<file path="config.mk">
export PLATFORM = sky130hd
export DESIGN_NAME = usb_ep_buf_rd_arb
export DESIGN_NICKNAME = d
export VERILOG_FILES = /design/src/rtl/usb_ep_buf_rd_arb_pkg.sv /design/src/rtl/usb_ep_buf_rd_starve.sv /design/src/rtl/usb_ep_buf_rd_arb.sv
export SDC_FILE = /design/constraint.sdc
export NUM_CORES = 1
export LEC_CHECK = 0
export CORE_MARGIN = 2
export CORE_UTILIZATION = 32
export CTS_BUF_LIST = sky130_fd_sc_hd__clkbuf_8
export DETAILED_ROUTE_END_ITERATION = 10
export GPL_ROUTABILITY_DRIVEN = 0
export GPL_TIMING_DRIVEN = 0
export HOLD_SLACK_MARGIN = 0.15
export PLACE_DENSITY = 0.8
export SYNTH_ARGS = -nofsm -noshare
export SYNTH_HDL_FRONTEND = slang
export SYNTH_SLANG_ARGS = --single-unit
</file>
<file path="constraint.sdc">
create_clock -name clk -period 1.7 [get_ports clk]
set_clock_uncertainty 0.1 [all_clocks]
set_input_delay 0.17 -clock clk [delete_from_list [all_inputs] [get_ports clk]]
set_output_delay 0.17 -clock clk [all_outputs]
set_load 0.01 [all_outputs]
</file>
<file path="src/rtl/usb_ep_buf_rd_arb_pkg.sv">
`default_nettype none
// ============================================================================
// Module      : usb_ep_buf_rd_arb_pkg
// Description : Shared constants for the endpoint-buffer read-port arbiter:
//               bus FSM state encoding, owner encoding, default starvation
//               limit.
// Revision    : 1.0 - initial release
// ============================================================================
package usb_ep_buf_rd_arb_pkg;

    // Bus-side read transaction states
    typedef enum logic [1:0] {
        BUS_IDLE = 2'd0,
        BUS_WAIT = 2'd1,
        BUS_READ = 2'd2,
        BUS_ACK  = 2'd3
    } bus_state_e;

    // Who owns the read data returning in the next cycle
    localparam logic OWN_TX  = 1'b0;
    localparam logic OWN_BUS = 1'b1;

    // Denied bus cycles tolerated before the bus is forced a slot
    localparam int unsigned STARVE_LIM_DEFAULT = 7;

endpackage
`default_nettype wire

</file>
<file path="src/rtl/usb_ep_buf_rd_starve.sv">
`default_nettype none
// ============================================================================
// Module      : usb_ep_buf_rd_starve
// Description : Saturating count of denied-but-eligible bus cycles. Raises
//               force_o once the count reaches STARVE_LIM so the bus wins the
//               next arbitration against the TX engine.
// Revision    : 1.0 - initial release
// ============================================================================
module usb_ep_buf_rd_starve
    import usb_ep_buf_rd_arb_pkg::*;
#(
    parameter int unsigned STARVE_LIM = STARVE_LIM_DEFAULT
) (
    input  logic clk,
    input  logic rst_n,
    input  logic elig_i,
    input  logic gnt_i,
    output logic force_o
);

    localparam int unsigned        c_CW  = $clog2(STARVE_LIM + 1);
    localparam logic [c_CW-1:0]    c_LIM = c_CW'(STARVE_LIM);

    logic [c_CW-1:0] cnt_q;
    logic [c_CW-1:0] cnt_d;

    // Next count: clear on grant, count denied eligible cycles, hold at limit
    always_comb begin
        cnt_d = cnt_q;
        if (gnt_i) begin
            cnt_d = '0;
        end else if (elig_i && (cnt_q != c_LIM)) begin
            cnt_d = cnt_q + 1'b1;
        end
    end

    // Counter register
    always_ff @(posedge clk or negedge rst_n) begin
        if (!rst_n) begin
            cnt_q <= '0;
        end else begin
            cnt_q <= cnt_d;
        end
    end

    assign force_o = (cnt_q == c_LIM);

endmodule
`default_nettype wire

</file>
<file path="src/rtl/usb_ep_buf_rd_arb.sv">
`default_nettype none
// ============================================================================
// Module      : usb_ep_buf_rd_arb
// Description : Shares the endpoint buffer's single synchronous read port
//               between the TX engine (fixed high priority, one word per
//               cycle) and the host bus bridge (one word per req/ack).
//               Optional starvation guard: USB_EP_BUF_RD_ARB_STARVE_EN.
// Revision    : 1.0 - initial release
// ============================================================================
module usb_ep_buf_rd_arb
    import usb_ep_buf_rd_arb_pkg::*;
#(
    parameter int unsigned AW         = 9,
    parameter int unsigned DW         = 32,
    parameter int unsigned STARVE_LIM = STARVE_LIM_DEFAULT
) (
    input  logic          clk,
    input  logic          rst_n,
    input  logic [AW-1:0] tx_addr_i,
    input  logic          tx_req_i,
    output logic          tx_gnt_o,
    output logic [DW-1:0] tx_data_o,
    output logic          tx_vld_o,
    input  logic [AW-1:0] bus_addr_i,
    input  logic          bus_req_i,
    output logic          bus_ack_o,
    output logic [DW-1:0] bus_data_o,
    output logic [AW-1:0] mem_rd_addr_0_o,
    output logic          mem_rd_en_0_o,
    input  logic [DW-1:0] mem_rd_data_1_i
);

    if ((STARVE_LIM < 1) || (STARVE_LIM > 255)) begin : g_bad_starve_lim
        $error("usb_ep_buf_rd_arb: STARVE_LIM must be in 1..255");
    end

    bus_state_e    state_q;
    bus_state_e    state_d;
    logic          owner_q;
    logic          rd_vld_q;
    logic [DW-1:0] bus_data_q;

    logic          w_bus_elig;
    logic          w_bus_gnt;
    logic          w_tx_gnt;
    logic          w_force;

    assign w_bus_elig = bus_req_i && ((state_q == BUS_IDLE) || (state_q == BUS_WAIT));

`ifdef USB_EP_BUF_RD_ARB_STARVE_EN
    usb_ep_buf_rd_starve #(
        .STARVE_LIM (STARVE_LIM)
    ) u_starve (
        .clk     (clk),
        .rst_n   (rst_n),
        .elig_i  (w_bus_elig),
        .gnt_i   (w_bus_gnt),
        .force_o (w_force)
    );
`else
    assign w_force = 1'b0;
`endif

    // Grants are suppressed while reset is asserted so the RAM sees no reads
    assign w_bus_gnt = rst_n && w_bus_elig && (!tx_req_i || w_force);
    assign w_tx_gnt  = rst_n && tx_req_i && !w_bus_gnt;

    assign tx_gnt_o        = w_tx_gnt;
    assign mem_rd_en_0_o   = w_tx_gnt || w_bus_gnt;
    assign mem_rd_addr_0_o = w_bus_gnt ? bus_addr_i : tx_addr_i;

    // Next bus transaction state
    always_comb begin
        state_d = state_q;
        case (state_q)
            BUS_IDLE: if (bus_req_i) state_d = w_bus_gnt ? BUS_READ : BUS_WAIT;
            BUS_WAIT: if (w_bus_gnt) state_d = BUS_READ;
            BUS_READ: state_d = BUS_ACK;
            BUS_ACK:  state_d = BUS_IDLE;
            default:  state_d = BUS_IDLE;
        endcase
    end

    // Bus FSM state register
    always_ff @(posedge clk or negedge rst_n) begin
        if (!rst_n) begin
            state_q <= BUS_IDLE;
        end else begin
            state_q <= state_d;
        end
    end

    // Remember who issued this cycle's RAM read so the returning word is routed
    always_ff @(posedge clk or negedge rst_n) begin
        if (!rst_n) begin
            rd_vld_q <= 1'b0;
            owner_q  <= OWN_TX;
        end else begin
            rd_vld_q <= mem_rd_en_0_o;
            owner_q  <= w_bus_gnt ? OWN_BUS : OWN_TX;
        end
    end

    // Capture the bus word when it returns; held until the next bus read
    always_ff @(posedge clk or negedge rst_n) begin
        if (!rst_n) begin
            bus_data_q <= '0;
        end else if ((state_q == BUS_READ) && (owner_q == OWN_BUS)) begin
            bus_data_q <= mem_rd_data_1_i;
        end
    end

    assign tx_vld_o   = rd_vld_q && (owner_q == OWN_TX);
    assign tx_data_o  = mem_rd_data_1_i;
    assign bus_ack_o  = (state_q == BUS_ACK);
    assign bus_data_o = bus_data_q;

endmodule
`default_nettype wire

</file>
=== Yosys cells after proc, flatten, opt, wreduce, memory -nomap -nowiden ===
Index checks and enable logic that the tools add are counted.

* Equal/unequal tests: 5
* Mux-type cells: 6
* Reductions and logical operators: 13
* Bitwise logic cells: 1

{| class="wikitable"
|+ Operators by type and width
! kind !! count
|-
| 2-to-1 mux 9 bit || 1
|-
| case mux 2 bit (4 select lines) || 1
|-
| logical AND 1 bit || 7
|-
| 2-to-1 mux 2 bit || 3
|-
| equality test 2 bit, second input constant || 2
|-
| != test 2 bit, second input constant || 2
|-
| equality test 2 x 1 -> 1 bit, second input constant || 1
|-
| zero test 1 bit || 2
|-
| zero test 2 bit || 1
|-
| logical OR 1 bit || 2
|-
| AND reduction 2 bit || 1
|-
| 2-to-1 mux 1 bit || 1
|-
| NOT 1 bit || 1
|}

* Input port bits: 54
* Word-level logic and storage cells: 29
* Flip-flop bits (word level): 36
* Output and inout bits: 77

=== Depth between registers and ports, before layout ===
Gate-level depths: netlist of the first run.

* Depth in word-level cells: 8
* Mapped depth: 6
* Depth with buffers taken out: 5

=== Worst setup path before layout of the first run ===
OpenSTA, ideal clock, no wires.

* Path kind: reg2out
* From: register state_q[1]
* To: output mem_rd_addr_0_o[0]
* Cell stages (with the launch flop): 7
* Setup slack: -0.040 ns
* Arrival: 1.470 ns
* Cells stage by stage: dfrtp_1 inv_1 ha_1 nor2_1 nor3b_2 buf_6 mux2_2

* Word-level cells in the longest chain between the ends: 6
* Elaborated cells on any way between the ends: 7
* Classes of those cells: eq/ne: 1; mux: 1; reduce/logical: 5

{| class="wikitable"
|+ Ends and longest elaborated chain
! what !! RTL line !! source
|-
| start: declaration || usb_ep_buf_rd_arb.sv:37 || <nowiki>bus_state_e state_q;</nowiki>
|-
| start signal: assignment || usb_ep_buf_rd_arb.sv:89 || <nowiki>state_q <= state_d;</nowiki>
|-
| equality test 2 x 1 -> 1 bit or zero test 2 bit (tied branches) || usb_ep_buf_rd_arb.sv:48 || <nowiki>assign w_bus_elig = bus_req_i && ((state_q == BUS_IDLE) || (state_q == BUS_WAIT));</nowiki>
|-
| logical OR 1 bit * || usb_ep_buf_rd_arb.sv:48 ||
|-
| logical AND 1 bit * || usb_ep_buf_rd_arb.sv:48 ||
|-
| logical AND 1 bit * (2 in a row) || usb_ep_buf_rd_arb.sv:65 || <nowiki>assign w_bus_gnt = rst_n && w_bus_elig && (!tx_req_i || w_force);</nowiki>
|-
| via w_bus_gnt || usb_ep_buf_rd_arb.sv:44 || <nowiki>logic w_bus_gnt;</nowiki>
|-
| 2-to-1 mux 9 bit * || usb_ep_buf_rd_arb.sv:70 || <nowiki>assign mem_rd_addr_0_o = w_bus_gnt ? bus_addr_i : tx_addr_i;</nowiki>
|-
| end: declaration || usb_ep_buf_rd_arb.sv:28 || <nowiki>output logic [AW-1:0] mem_rd_addr_0_o,</nowiki>
|}

Mark *: on every way through the listed nets, which the timed path passes. The rest lies on a longest branch.

=== Worst setup path in the final report of the first run ===
* From: register state_q[1]
* To: output mem_rd_addr_0_o[7]

* Word-level cells in the longest chain between the ends: 6
* Elaborated cells on any way between the ends: 7
* Classes of those cells: eq/ne: 1; mux: 1; reduce/logical: 5

{| class="wikitable"
|+ Ends and longest elaborated chain
! what !! RTL line
|-
| equality test 2 x 1 -> 1 bit or zero test 2 bit (tied branches) || usb_ep_buf_rd_arb.sv:48
|-
| logical OR 1 bit * || usb_ep_buf_rd_arb.sv:48
|-
| logical AND 1 bit * || usb_ep_buf_rd_arb.sv:48
|-
| logical AND 1 bit * (2 in a row) || usb_ep_buf_rd_arb.sv:65
|-
| 2-to-1 mux 9 bit * || usb_ep_buf_rd_arb.sv:70
|}

Mark *: on every way between the ends. The rest lies on a longest branch, timed or not.

==> run metrics, run 1 <==
run status finished with violations; violated checks negative setup slack; Max stage delay cell, worst path sky130_fd_sc_hd__dfrtp_1; TritonCTS clock tree done; Most used DFF post-synth sky130_fd_sc_hd__dfrtp_1; number of endpoints with negative hold slack in the final report 0; number of design-rule violations left by the first detailed-router iteration 53; Area growth syn-to-layout 113.7%; post-synthesis async set-or-reset flop share between 90% and 100%; sequence of cells on the critical path inv_2 > ha_4 > nor2_4 > nor3b_4 > buf_6 > buf_6 > mux2_4 > buf_6; relative max-transition margin between 80% and 90%; Startpoint Class flop; core outline area between 0.005 and 0.006 mm^2; f_max around 0.46 GHz; beginning of the critical path state_q[1]; TritonCTS Sinks 36; Final ANT Viol Nets 0; ports placed on the boundary about 130; Post-synth EDFFs 0; share of Yosys cell area claimed by the top area cell type 49.72%; iteration count of the initial detailed-routing pass 4; diode insertion count for antenna repair 0; GRT Residual Overflow 0; ratio of cells with drive above 1 in the final layout between 40% and 50%; sequential element share of the synthesized area between 40% and 50%; measured slew at the worst slew-check pin ~220 ps; HPWL after DPL about 3400 um; crit-path max cell delay approximately 410 ps; insertion delay to the later sink of the worst-skew pair about 280 ps; slack of the critical path -481.2 ps; synthesized area per cell 13.42 um^2; ranking of synthesized cells by area sky130_fd_sc_hd__dfrtp_1 (50%), sky130_fd_sc_hd__mux2_2 (26%), sky130_fd_sc_hd__buf_4 (13%); die height approximately 80 um; largest fanout of any net on the critical path 3; via count between 1500 and 2000; cts bufs inserted 5; number of slew-limit violations in the final report 0; required time at the worst-slack endpoint 1430 ps; initial cell density of the core between 30% and 40%; initial antenna violation count 0; power per standard cell area roughly 1300 mW/mm^2; global-route wire length before repair about 7700 um; final setup fails 44; detailed-route vias per instance roughly 4.4; total leakage power ~1.9 nW; total nets after synthesis slightly below 200; Syn Inst Count between 100 and 150; via count of the first global-routing pass roughly 1600; Remaining DRCs 0; gate family responsible for the most delay along the worst path buffers and inverters; Die Area 0.006280 mm^2; distinct cell type count of the synthesized netlist 19; clk buf depth 2; CP Buf/Inv Count 4; total of max-cap violations 0; number of port buffers 130; Worst path most repeated cell sky130_fd_sc_hd__buf_6; number of cells after detailed placement 337; Total Nets Final 356; number of warnings printed during yosys synthesis 0; list of most frequent post-synthesis cells sky130_fd_sc_hd__mux2_2 (42), sky130_fd_sc_hd__dfrtp_1 (36), sky130_fd_sc_hd__buf_4 (32), sky130_fd_sc_hd__ha_1 (5); maximum resistive drop on vdd 685.9 uV; share of the cycle needed by the critical path after routing 128.3%; Hold Path Origin rst_n; Yosys reg bits 36; cell type with the largest total area after synthesis sky130_fd_sc_hd__dfrtp_1; setup repair after global routing missed its margin yes; clock slew seen by the registers of the worst setup and hold paths 70 ps; critical register-to-register path startpoint state_q[0]; Total Routing Usage GR between 10% and 20%; final cell utilization of the core a little over 70%; category of the critical setup timing path flop to output pin; endpoint arrival time on the critical path 1910 ps; total routed wirelength 5618 um; maximum number of pins on one net before global-route repair 39; kind of end point of the critical path output pin; final cell count without fillers 370; type of the tightest min-delay check input port to flop; horizontal extent of the die between 70 and 80 um; depth of the CTS H-tree 2; routed length per placed instance approximately 15 um; cell at the root of the clock tree sky130_fd_sc_hd__clkbuf_8; cell area after technology mapping between 0.0015 and 0.002 mm^2; min cycle time layout between 2000 and 2500 ps; cell row count 27; dominant cell by count in the synthesized netlist sky130_fd_sc_hd__mux2_2
flip-flops by register name (all words and copies together), names as in the netlist:
register and flops:
bus_data_o 32, state_q 2, rd_vld_q 1, owner_q 1
worst paths after layout:
kind / cells past startpoint / endpoint / slack [ps]
hold / removal: 3 / rd_vld_q / 190
hold reg to reg: 1 / bus_data_o[23] / 410
setup reg to reg: 10 / bus_data_o[5] / -190
setup / recovery: 8 / mem_rd_addr_0_o[7] / -480
min in group asynchronous: 3 / bus_data_o[24] / 370
max in group asynchronous: 3 / state_q[0] / 940
report_power, final:
group          internal, mW  switching (mW)  total, mW
logic                  1.93           0.958       2.89
clock network         0.318           0.287      0.605
registers              1.28           0.266       1.55
layout make-up:
| cell class | instances | area (um^2) |
|---|---|---|
| Buffer | 34 | 275.3 |
| Clock buffer | 6 | 82.58 |
| Clock inverter | 2 | 7.507 |
| Fill cell | 402 | 1600 |
| Inverter | 3 | 13.76 |
| Multi-Input combinational cell | 60 | 863.3 |
| Sequential cell | 36 | 902.1 |
| Tap cell | 72 | 90.09 |
| Timing Repair Buffer | 157 | 1638 |
metal layers:
metal	vias up	GRT usage [%]	wire length (um)
met3	6	6.364	533
met1	778	16.92	2118
li1	756	-	-
met4	0	3.621	51
met2	93	28.31	2914
met5	-	0	0
metrics by stage:
step	hold WS (ps)	TNS [ps]	setup slack, ps	power (mW)	area (um^2)
after floorplan	-225.6	0	10.05	2.408	1814
after global placement	385.6	-47120	-1898	3.573	3206
after detailed placement	239.8	-11150	-863.9	3.636	3201
after CTS	-231.5	-5620	-529.9	4.510	3566
after global routing	201.8	-10110	-571.0	5.332	3872
final	187.2	-8289	-481.2	5.041	3872
logic make-up after synthesis:
kind of cell,count (synthesis),synth area share (%)
AOI/OAI and AO/OA,5,1.934
adders and majority gates,5,3.453
buffers and inverters,39,15.33
DFF,36,49.72
muxes,43,26.66
and+or+nand+nor,7,2.901
worst reg2reg max path: cells and delay by family (launching register included):
kind | cells | cell delay, ps
buf+inv | 7 | 700
flops | 1 | 420
mux | 1 | 320
fa+ha+maj | 1 | 160
simple gates | 1 | 70
layout by cell type, fill, tap and decap left out, types with 2 or more instances in the layout:
master / netlist / final
sky130_fd_sc_hd__clkdlybuf4s50_1: 0 / 117
sky130_fd_sc_hd__buf_4: 32 / 43
sky130_fd_sc_hd__mux2_4: 0 / 41
sky130_fd_sc_hd__dfrtp_1: 36 / 35
sky130_fd_sc_hd__buf_6: 1 / 20
sky130_fd_sc_hd__clkbuf_8: 0 / 6
sky130_fd_sc_hd__buf_8: 0 / 3
sky130_fd_sc_hd__inv_1: 3 / 3
sky130_fd_sc_hd__ha_4: 0 / 3
sky130_fd_sc_hd__o22ai_1: 2 / 2
sky130_fd_sc_hd__buf_12: 0 / 2
sky130_fd_sc_hd__ha_1: 5 / 2
sky130_fd_sc_hd__clkbuf_16: 0 / 2
repair_timing:
action | in CTS | in global routing
hold endpoints to repair | 36 | 36
setup buffers | 12 | 10
gates cloned | 2 | 2
resized for setup | 85 | 50
setup endpoints to repair | 42 | 44
pin swaps | 2 | 4
(Power assumes the default switching activity.)
==> run 2: changes to the inputs <==
--- a/config.mk
+++ b/config.mk
@@ -5,6 +5,7 @@
 export SDC_FILE = /design/constraint.sdc
 export NUM_CORES = 1
 export LEC_CHECK = 0
+export CAP_MARGIN = 20
 export CORE_MARGIN = 2
 export CORE_UTILIZATION = 32
 export CTS_BUF_LIST = sky130_fd_sc_hd__clkbuf_8
==> constraint.sdc (replaced) <==
create_clock -name clk -period 2 [get_ports clk]
set_clock_uncertainty 0.1 [all_clocks]
set_input_delay 0.2 -clock clk [delete_from_list [all_inputs] [get_ports clk]]
set_output_delay 0.2 -clock clk [all_outputs]
set_load 0.01 [all_outputs]
==> run 2 against run 1 <==
Compared with the run above:
- the run still ends with negative setup slack left
- critical path depth is the same
- routed wire length shrank 16%
- setup slack better by 300 ps
- final cell count is 3.8% lower
- via count decreased by 4.8%
- non-clock buffer count shrank 13
- hold slack gained 68 ps
- count of clock-buffer cells in the layout fell by 1
- flip-flop and latch count did not move
- highest routed layer unchanged
==> run metrics, run 2 (synthesis results as in run 1) <==
run status finished with violations; violated checks negative setup slack; routed length per placed instance 13.31 um (-12%); Die Area 0.006280 mm^2 (unchanged); number of endpoints with negative hold slack in the final report 0 (unchanged); Hold Path Origin rst_n; flip-flop count of the largest register after layout 32 (unchanged); horizontal extent of the die 79.25 um (unchanged); maximum resistive drop on vdd 453.4 uV (-34%); initial cell density of the core 33.10% (unchanged); final cell count without fillers 356 (-3.8%); cell at the root of the clock tree sky130_fd_sc_hd__clkbuf_8; TritonCTS clock tree done; largest fanout of any net on the critical path 3 (unchanged); share of power burned in combinational logic 54.2% (-3.1 points); ports placed on the boundary 131 (unchanged); core outline area 0.005473 mm^2 (unchanged); worst slack at placement -619.2 ps (+244.7 ps); clk buf depth 2 (unchanged); slack of the critical path -185.0 ps (+296.2 ps); most used cells in the layout excluding fill and tap cells sky130_fd_sc_hd__clkdlybuf4s50_1 (119), sky130_fd_sc_hd__buf_4 (42), sky130_fd_sc_hd__dfrtp_1 (36); total power 3.764 mW (-25%); Total Routing Usage GR 14.73% (-0.87 points); HPWL after DPL 3498 um (+1.8%); power spent charging and discharging nets 1.129 mW (-25%); number of slew-limit violations in the final report 0 (unchanged); final cell utilization of the core 63.37% (-7.4 points); number of design-rule violations left by the first detailed-router iteration 25 (-53%); clock slew seen by the registers of the worst setup and hold paths 70 ps (about the same); category of the critical setup timing path flop to output pin; measured slew at the worst slew-check pin 277.5 ps (+57.30 ps); Hold Path Sink rd_vld_q; number of cells on the worst reg-to-reg path 6 (-4); endpoint of the lowest-slack register-to-register path state_q[1]; insertion delay to the later sink of the worst-skew pair 280 ps (about the same); number of port buffers 130 (unchanged); depth of the CTS H-tree 2 (unchanged); Remaining DRCs 0 (unchanged); Switching Fraction 29.99% (about the same); clock power share 12.5% (+0.5 points); flop2flop setup slack 130 ps (+320 ps); type of the tightest min-delay check input port to flop; endpoint arrival time on the critical path 1880 ps (-30 ps); global-route wire length before repair 7300 um (-4.6%); final setup fails 10 (-77%); GRT Residual Overflow 0 (unchanged); TritonCTS Sinks 36 (unchanged); share of the cycle needed by the critical path after routing 109.2%; total of max-cap violations 0 (unchanged); Final ANT Viol Nets 0 (unchanged); cell depth of the worst min-delay path 3 (unchanged); final non-filler cell area 0.003468 mm^2 (-10%); die height 79.25 um (unchanged); number of cells after detailed placement 337 (unchanged); critical register-to-register path startpoint state_q[0]; required time at the worst-slack endpoint 1700 ps (+270 ps); setup repair after global routing missed its margin yes; beginning of the critical path state_q[1]; total leakage power 1.524 nW (-18%); initial antenna violation count 0 (unchanged); Internal Dissipation 2.635 mW (-25%); f_max roughly 0.46 GHz; instance area at placement 0.003198 mm^2 (about the same); via count 1554 (-4.8%); cell row count 27 (unchanged); Seq pwr share 33.3% (+2.6 points); Total Nets Final 343 (-3.7%); final-layout setup total negative slack -1531 ps (+6758 ps); ratio of cells with drive above 1 in the final layout 40.49% (-3.8 points); min cycle time layout 2185 ps; relative max-transition margin 81.50% (-3.8 points); most common library cell in the layout ignoring fill and taps sky130_fd_sc_hd__clkdlybuf4s50_1; iteration count of the initial detailed-routing pass 2 (-2); kind of end point of the critical path output pin; detailed-route vias per instance 4.365 (-1.1%); worst hold margin 255.0 ps (+67.84 ps); via count of the first global-routing pass 1637 (+0.99%); power per standard cell area 1085 mW/mm^2 (-17%); Startpoint Class flop; cts bufs inserted 5 (unchanged); total routed wirelength 4738 um (-16%); Area growth syn-to-layout 91.44%; diode insertion count for antenna repair 0 (unchanged); maximum number of pins on one net before global-route repair 39 (unchanged)
[run 2: worst max-delay path by stage]
stage | end | slack [ps] | cells past startpoint
2_1_floorplan | mem_rd_addr_0_o[0] | 230 | 6
3_3_place_gp | mem_rd_addr_0_o[5] | -1680 | 6
3_5_place_dp | mem_rd_addr_0_o[5] | -620 | 6
4_1_cts | mem_rd_addr_0_o[5] | -230 | 8
5_1_grt | mem_rd_addr_0_o[5] | -290 | 7
6_report | mem_rd_addr_0_o[6] | -180 | 8
[run 2: routing by layer]
| layer | wire length [um] | part of all wire [%] | up-vias | track usage, % |
|---|---|---|---|---|
| li1 | - | - | 722 | - |
| met1 | 1792 | 38 | 733 | 15.03 |
| met2 | 2319 | 49 | 92 | 27.29 |
| met3 | 569 | 12 | 7 | 6.250 |
| met4 | 56 | 1.2 | 0 | 4.138 |
| met5 | 0 | 0 | - | 0 |
[run 2: area by class of cell]
class,instances,area (um^2)
Tap cell,72,90.09
Inverter,3,11.26
Fill cell,450,2004
Timing Repair Buffer,143,1431
Clock buffer,5,68.82
Multi-Input combinational cell,60,701.9
Clock inverter,2,8.758
Sequential cell,36,900.9
Buffer,35,255.2
[run 2: worst max-delay path, cell delays in order (launching register included)]
cell and delay, ps:
sky130_fd_sc_hd__dfrtp_1 400, sky130_fd_sc_hd__inv_2 110, sky130_fd_sc_hd__ha_4 160, sky130_fd_sc_hd__nor2_4 50
sky130_fd_sc_hd__nor3b_4 240, sky130_fd_sc_hd__buf_6 150, sky130_fd_sc_hd__buf_6 90, sky130_fd_sc_hd__mux2_4 290
sky130_fd_sc_hd__buf_6 120
[run 2: power by group through the flow]
stage	sequential (mW)	clock, mW	combinational (mW)
CTS	1.26	0.496	1.98
global placement	1.25	0	1.78
detailed placement	1.28	0	1.81
finish	1.26	0.470	2.04
global route	1.30	0.522	2.18
floorplan	1.43	0	0.614
[run 2: what timing repair did]
| item | 4_1_cts | 5_1_grt |
|---|---|---|
| cloned | 1 | 0 |
| hold endpoints to repair | 36 | 36 |
| pin swaps | 3 | 4 |
| endpoints found under the setup margin | 11 | 10 |
| buffers inserted | 9 | 2 |
| resized for setup | 65 | 6 |
